**config.mk**
```make
export PLATFORM = sky130hd
export DESIGN_NAME = hub75_rx_flat
export DESIGN_NICKNAME = d
export VERILOG_FILES = /design/src/rtl/hub75_pkg.sv /design/src/rtl/hub75_rx_if.sv /design/src/rtl/hub75_in_sync.sv /design/src/rtl/hub75_rx.sv /design/src/flat_wrapper.sv
export SDC_FILE = /design/constraint.sdc
export NUM_CORES = 1
export LEC_CHECK = 0
export ABC_AREA = 1
export ABC_CLOCK_PERIOD_IN_PS = 3700
export BUFFER_PORTS_ARGS = -buffer_cell sky130_fd_sc_hd__buf_2
export CORE_UTILIZATION = 47
export CTS_BUF_LIST = sky130_fd_sc_hd__clkbuf_2
export CTS_CLUSTER_SIZE = 24
export DETAILED_ROUTE_END_ITERATION = 10
export PLACE_DENSITY = 0.69
export SLEW_MARGIN = 5
export SYNTH_ARGS = -nofsm -noshare
export SYNTH_HDL_FRONTEND = slang
export SYNTH_SLANG_ARGS = --single-unit
```
**constraint.sdc**
```tcl
create_clock -name clk -period 3.7 [get_ports clk]
set_clock_uncertainty 0.05 [all_clocks]
set_input_delay 0 -clock clk [delete_from_list [all_inputs] [get_ports clk]]
set_output_delay 0 -clock clk [all_outputs]
set_load 0.02 [all_outputs]
```
**src/rtl/hub75_pkg.sv**
```systemverilog
// hub75_pkg: channel indices, default geometry and row packing shared by HUB75 driver and receiver.
package hub75_pkg;
    localparam int HUB75_NUM_CH   = 6;
    localparam int HUB75_WIDTH    = 64;
    localparam int HUB75_ROW_BITS = 5;
    localparam int CH_R1 = 0;
    localparam int CH_G1 = 1;
    localparam int CH_B1 = 2;
    localparam int CH_R2 = 3;
    localparam int CH_G2 = 4;
    localparam int CH_B2 = 5;
    typedef enum logic {BUF_EMPTY, BUF_FULL} buf_state_t;
    // Channel ch occupies row_data[ch_lsb(ch, width) +: width]; bit width-1 is the first bit shifted.
    function automatic int ch_lsb(int ch, int width);
        return ch * width;
    endfunction
endpackage

```
**src/rtl/hub75_rx_if.sv**
```systemverilog
// hub75_rx_if: completed-row valid/ready stream from the HUB75 receiver.
interface hub75_rx_if #(
    parameter int WIDTH    = 64,
    parameter int ROW_BITS = 5
) ();
    logic                  row_valid;
    logic                  row_ready;
    logic [ROW_BITS-1:0]   row_addr;
    logic [6*WIDTH-1:0]    row_data;
    logic                  count_err;
    modport master (output row_valid, row_addr, row_data, count_err, input row_ready);
    modport slave  (input row_valid, row_addr, row_data, count_err, output row_ready);
endinterface

```
**src/rtl/hub75_in_sync.sv**
```systemverilog
// hub75_in_sync: 2-FF synchronizer plus previous-value register, giving level, rise and fall per bit.
module hub75_in_sync #(
    parameter int           N   = 1,
    parameter logic [N-1:0] RST = '0
) (
    input  logic         clk,
    input  logic         rst,
    input  logic [N-1:0] d_i,
    output logic [N-1:0] lvl_o,
    output logic [N-1:0] rise_o,
    output logic [N-1:0] fall_o
);
    logic [N-1:0] s1_q, s2_q, prev_q;
    always_ff @(posedge clk) begin
        if (rst) begin
            s1_q   <= RST;
            s2_q   <= RST;
            prev_q <= RST;
        end else begin
            s1_q   <= d_i;
            s2_q   <= s1_q;
            prev_q <= s2_q;
        end
    end
    assign lvl_o  = s2_q;
    assign rise_o = s2_q & ~prev_q;
    assign fall_o = ~s2_q & prev_q;
endmodule

```
**src/rtl/hub75_rx.sv**
```systemverilog
// hub75_rx: HUB75 panel-side capture, one row of six channels per latch on a valid/ready stream.
// Define HUB75_RX_ONTIME_EN to build the OE on-time counter; otherwise ontime/ontime_valid are 0.
module hub75_rx
    import hub75_pkg::*;
#(
    parameter int WIDTH       = HUB75_WIDTH,
    parameter int ROW_BITS    = HUB75_ROW_BITS,
    parameter int ONTIME_BITS = 16
) (
    input  logic                   clk,
    input  logic                   rst,
    input  logic                   h75_clk,
    input  logic                   h75_lat,
    input  logic                   h75_oe,
    input  logic                   h75_r1,
    input  logic                   h75_g1,
    input  logic                   h75_b1,
    input  logic                   h75_r2,
    input  logic                   h75_g2,
    input  logic                   h75_b2,
    input  logic [ROW_BITS-1:0]    h75_addr,
    hub75_rx_if.master             row,
    output logic                   overrun,
    output logic [ONTIME_BITS-1:0] ontime,
    output logic                   ontime_valid
);
    localparam int NI = 3 + HUB75_NUM_CH + ROW_BITS;
    localparam int CW = $clog2(WIDTH + 2);
    logic [NI-1:0] pins, lvl, rise, fall;
    logic [HUB75_NUM_CH-1:0] bits;
    logic [HUB75_NUM_CH-1:0][WIDTH-1:0] sr_q, sr_d;
    logic [CW-1:0] cnt_q, cnt_d;
    buf_state_t buf_q;
    logic [ROW_BITS-1:0] addr_q;
    logic [6*WIDTH-1:0] data_q;
    logic err_q, ovr_q, unused_ok;
    assign pins = {h75_addr, h75_b2, h75_g2, h75_r2, h75_b1, h75_g1, h75_r1, h75_oe, h75_lat, h75_clk};
    hub75_in_sync #(.N(NI), .RST(NI'(3'b100))) u_sync (
        .clk    (clk),
        .rst    (rst),
        .d_i    (pins),
        .lvl_o  (lvl),
        .rise_o (rise),
        .fall_o (fall)
    );
    assign bits = lvl[3 +: HUB75_NUM_CH];
    // Shift is resolved before the latch so a same-cycle latch captures the new bit and count.
    always_comb begin
        sr_d  = sr_q;
        cnt_d = cnt_q;
        if (rise[0]) begin
            for (int c = 0; c < HUB75_NUM_CH; c++) sr_d[c] = {sr_q[c][WIDTH-2:0], bits[c]};
            cnt_d = (cnt_q == CW'(WIDTH + 1)) ? cnt_q : cnt_q + 1'b1;
        end
    end
    always_ff @(posedge clk) begin
        if (rst) begin
            sr_q   <= '0;
            cnt_q  <= '0;
            buf_q  <= BUF_EMPTY;
            addr_q <= '0;
            data_q <= '0;
            err_q  <= 1'b0;
            ovr_q  <= 1'b0;
        end else begin
            sr_q  <= sr_d;
            cnt_q <= rise[1] ? '0 : cnt_d;
            if (rise[1] && (buf_q == BUF_EMPTY || row.row_ready)) begin
                buf_q  <= BUF_FULL;
                addr_q <= lvl[NI-1 -: ROW_BITS];
                data_q <= sr_d;
                err_q  <= cnt_d != CW'(WIDTH);
            end else if (rise[1]) begin
                ovr_q <= 1'b1;
            end else if (row.row_ready) begin
                buf_q <= BUF_EMPTY;
            end
        end
    end
    assign row.row_valid = buf_q == BUF_FULL;
    assign row.row_addr  = addr_q;
    assign row.row_data  = data_q;
    assign row.count_err = err_q;
    assign overrun       = ovr_q;
`ifdef HUB75_RX_ONTIME_EN
    logic [ONTIME_BITS-1:0] oe_cnt_q, ontime_q;
    logic ontime_valid_q;
    always_ff @(posedge clk) begin
        if (rst) begin
            oe_cnt_q       <= '0;
            ontime_q       <= '0;
            ontime_valid_q <= 1'b0;
        end else begin
            ontime_valid_q <= rise[2];
            if (rise[2]) begin
                ontime_q <= oe_cnt_q;
                oe_cnt_q <= '0;
            end else if (!lvl[2]) begin
                oe_cnt_q <= (&oe_cnt_q) ? oe_cnt_q : oe_cnt_q + 1'b1;
            end
        end
    end
    assign ontime       = ontime_q;
    assign ontime_valid = ontime_valid_q;
`else
    assign ontime       = '0;
    assign ontime_valid = 1'b0;
`endif
    assign unused_ok = ^{fall, rise, lvl[2:0]};
endmodule
```
**src/flat_wrapper.sv**
```systemverilog
// flat-port wrapper written by rule: the top's interface ports become plain ports
module hub75_rx_flat import hub75_pkg::*;
#(
    parameter int WIDTH       = HUB75_WIDTH,
    parameter int ROW_BITS    = HUB75_ROW_BITS,
    parameter int ONTIME_BITS = 16
)
  (clk, rst, h75_clk, h75_lat, h75_oe, h75_r1, h75_g1, h75_b1, h75_r2, h75_g2, h75_b2, h75_addr, overrun, ontime, ontime_valid, row_row_valid, row_row_addr, row_row_data, row_count_err, row_row_ready);
  hub75_rx_if #(.WIDTH(WIDTH), .ROW_BITS(ROW_BITS)) row_i ();
  input  logic clk;
  input  logic rst;
  input  logic h75_clk;
  input  logic h75_lat;
  input  logic h75_oe;
  input  logic h75_r1;
  input  logic h75_g1;
  input  logic h75_b1;
  input  logic h75_r2;
  input  logic h75_g2;
  input  logic h75_b2;
  input  logic [ROW_BITS-1:0] h75_addr;
  output logic overrun;
  output logic [ONTIME_BITS-1:0] ontime;
  output logic ontime_valid;
  output wire logic [$bits(row_i.row_valid)-1:0] row_row_valid;
  output wire logic [$bits(row_i.row_addr)-1:0] row_row_addr;
  output wire logic [$bits(row_i.row_data)-1:0] row_row_data;
  output wire logic [$bits(row_i.count_err)-1:0] row_count_err;
  input wire logic [$bits(row_i.row_ready)-1:0] row_row_ready;
  assign row_row_valid = row_i.row_valid;
  assign row_row_addr = row_i.row_addr;
  assign row_row_data = row_i.row_data;
  assign row_count_err = row_i.count_err;
  assign row_i.row_ready = row_row_ready;
  hub75_rx #(.WIDTH(WIDTH), .ROW_BITS(ROW_BITS), .ONTIME_BITS(ONTIME_BITS)) u_core (.clk(clk), .rst(rst), .h75_clk(h75_clk), .h75_lat(h75_lat), .h75_oe(h75_oe), .h75_r1(h75_r1), .h75_g1(h75_g1), .h75_b1(h75_b1), .h75_r2(h75_r2), .h75_g2(h75_g2), .h75_b2(h75_b2), .h75_addr(h75_addr), .row(row_i), .overrun(overrun), .ontime(ontime), .ontime_valid(ontime_valid));
endmodule
```
==> flow_metrics.env <==
export IMPL_status="complete, no violations"
export IMPL_drc_errors=0
export IMPL_layoutNonFillerInstCount=4692
export IMPL_num_fill_cells=5469
export IMPL_crit_start="u_core.u_sync.lvl_o[1]"
export IMPL_layout_commonest_cell="dfxtp_1"
export IMPL_area_growth_pct=16.83
export IMPL_synth_area_per_cell_um2=8.248
export IMPL_arrival_ns=3.62
export IMPL_setup_viol=0
export IMPL_p_int_mw=11.86
export IMPL_vias=22980
export IMPL_synth_cells=3330
export IMPL_nNetsFinal=3782
export IMPL_crit_required_ns=4.91
export IMPL_clk_latency_ns=1.39
export IMPL_ys_seq_area_frac=0.5911
export IMPL_io_pins=426
export IMPL_grt_pass1_wl_um=105900
export IMPL_power_frac_seq=0.560
export IMPL_cp_max_fo=58
export IMPL_yosysWarnings=0
export IMPL_swShare=0.2897
export IMPL_p_leak_nw=14.99
export IMPL_start_util=0.4761
export IMPL_ff2ff_path_depth=7
export IMPL_synth_edff_count=0
export IMPL_detailed_place_hpwl_um=37400
export IMPL_cts_setup_buffers=0
export IMPL_p_sw_mw=4.839
export IMPL_core_mm2=0.05770
export IMPL_grt_usage=0.2151
export IMPL_dp_cells=4271
export IMPL_cts_root_buf="clkbuf_2"
export IMPL_cts_resized=0
export IMPL_totalWireLength_um=64820
export IMPL_slew_viol_final=0
export IMPL_cts_buffers=195
export IMPL_timing_fmax_mhz=415.1
export IMPL_grt_overflow_total=0
export IMPL_drtIter0Drc=1330
export IMPL_pwr_density_cell_mw_per_mm2=520.5
export IMPL_cap_violations=0
export IMPL_grt_max_degree=223
export IMPL_hold_viol=0
export IMPL_r2r_end="u_core.row.row_data[112]"
export IMPL_num_rows=88
export IMPL_setup_worst_path_end_class="flip-flop"
export IMPL_critical_path_class="reg -> reg"
export IMPL_grt_pass1_vias=21470
export IMPL_htree_levels=4
export IMPL_dieArea_mm2=0.05941
export IMPL_final_cell_mix="811 x dfxtp_1, 758 x o21ai_0, 440 x nor2_1"
export IMPL_clk_pin_slew_ns=0.11
export IMPL_rsz0062_at_grt="false"
export IMPL_wl_per_cell_um=13.81
export IMPL_async_flop_share=0
export IMPL_drive_gt1_frac=0.1868
export IMPL_cts_sinks=811
export IMPL_min_path_type="in -> reg"
export IMPL_cts_tree="yes"
export IMPL_die_w_um=243.7
export IMPL_ys_seq_elements=811
export IMPL_whs_ns=0.2884
export IMPL_syn_area_mm2=0.02747
export IMPL_worstMarginPinSlew_ns=1.144
export IMPL_comb_power_share=0.099
export IMPL_p_total_mw=16.70
export IMPL_holdBufCountCts=60
export IMPL_crit_end="u_core.row.row_data[112]"
export IMPL_finalCriticalPeriod_ns=2.409
export IMPL_ant_nets=0
export IMPL_cp_start_kind="flip-flop"
export IMPL_dr_pass1_iters=5
export IMPL_ir_drop_uv=302.6
export IMPL_maxSlewHeadroom=0.2372
export IMPL_ys_flop_type="dfxtp_1"
export IMPL_antenna_found_initial=4
export IMPL_yosysUniqueCellTypes=23
export IMPL_clock_power_share=0.341
export IMPL_fin_crit_sh=0.6511
export IMPL_rrSetupSlack_ns=1.29
export IMPL_io_buffer_count=407
export IMPL_dieHeight_um=243.7
export IMPL_setup_tns_ns=0
export IMPL_place_gp_congestion=0.8031
export IMPL_avgViaCountPerCell=4.898
export IMPL_r2r_start="u_core.u_sync.lvl_o[1]"
export IMPL_ctsLongestPathBuffers=3
## worst min path at each step
| stage | startpoint | endpoint | slack [ns] | cells past startpoint |
|---|---|---|---|---|
| final | rst | u_core.sr_q[257] | 0.29 | 5 |
| after detailed placement | h75_addr[2] | u_core.u_sync.s1_q[11] | 0.16 | 3 |
| after global placement | h75_g2 | u_core.u_sync.s1_q[7] | 0.16 | 3 |
| after floorplan | h75_clk | u_core.u_sync.s1_q[0] | 0.06 | 2 |
| after CTS | rst | u_core.sr_q[260] | 0.16 | 5 |
| after global routing | rst | u_core.sr_q[260] | 0.14 | 5 |
## kinds of logic after synthesis
family                   share of synthesized area
AO/OA/AOI/OAI                               0.2096
adder cells (fa/ha/maj)                  0.0009109
multiplexers                              0.004373
other                                    0.0001365
buffers and inverters                      0.07676
flip-flops                                  0.5911
AND/OR/NAND/NOR                             0.1171
## layer usage
| metal | global-route usage | share of wire | vias to the layer above |
|---|---|---|---|
| met2 | 0.3352 | 0.46 | 539 |
| li1 | - | - | 11840 |
| met5 | 0 | 0 | - |
| met3 | 0.07061 | 0.066 | 114 |
| met1 | 0.2721 | 0.45 | 10490 |
| met4 | 0.09099 | 0.025 | 0 |
## metrics by stage
stage / cell area, um2 / utilization / worst slack (ns)
detailed placement: 29700 / 0.5148 / 1.379
global route: 32090 / 0.5562 / 1.088
finish: 32090 / 0.5562 / 1.291
CTS: 32070 / 0.5558 / 1.241
global placement: 29700 / 0.5148 / 1.439
floorplan: 27530 / - / 2.249
## power by group through the flow
stage	Sequential [mW]	Combinational, mW	Clock (mW)
after floorplan	9.79	0.876	0
after global placement	9.54	1.59	0
after detailed placement	9.55	1.60	0
after CTS	9.35	1.67	5.88
after global routing	9.41	1.86	6.40
final	9.35	1.66	5.69
## synthesized netlist by cell type, drive strengths merged (2+ instances only)
library cell / count / share of area
ha: 2 / 0.00091
clkbuf: 150 / 0.020
buf: 125 / 0.025
dfxtp: 811 / 0.59
mux2i: 12 / 0.0044
nand2: 398 / 0.054
nand3: 7 / 0.0013
a21oi: 386 / 0.070
inv: 229 / 0.031
nand4: 2 / 0.00046
nor2: 441 / 0.060
o21ai: 763 / 0.14
## critical path: stages (launching register included)
cell     delay [ns]
dfxtp_1        0.33
inv_1          0.04
or2_1          0.28
nor2_4         0.51
buf_12         0.32
buf_4          0.37
o21ai_0        0.17
a21oi_1        0.19
## sequential cells by signal, indices dropped and copies added (netlist names)
name / flops
u_core.row.row_data: 384
u_core.row.row_addr: 5
u_core.u_sync.s1_q: 13
u_core.row.row_valid: 1
u_core.cnt_q: 7
u_core.row.count_err: 1
u_core.sr_q: 384
u_core.u_sync.prev_q: 2
u_core.overrun: 1
u_core.u_sync.lvl_o: 13
## layout make-up
cell class | count | area [um2] | share of cell area
flip-flops and latches | 811 | 16240 | 0.5060
multi-input cells | 2031 | 9201 | 0.2867
repair buffers | 495 | 3050 | 0.09506
clock buffers | 278 | 1391 | 0.04336
well taps | 765 | 957.2 | 0.02983
inverters | 229 | 874.6 | 0.02726
clock inverters | 74 | 355.3 | 0.01107
diodes | 9 | 22.52 | 0.0007019
No activity file was read; power rests on OpenSTA's default activity.
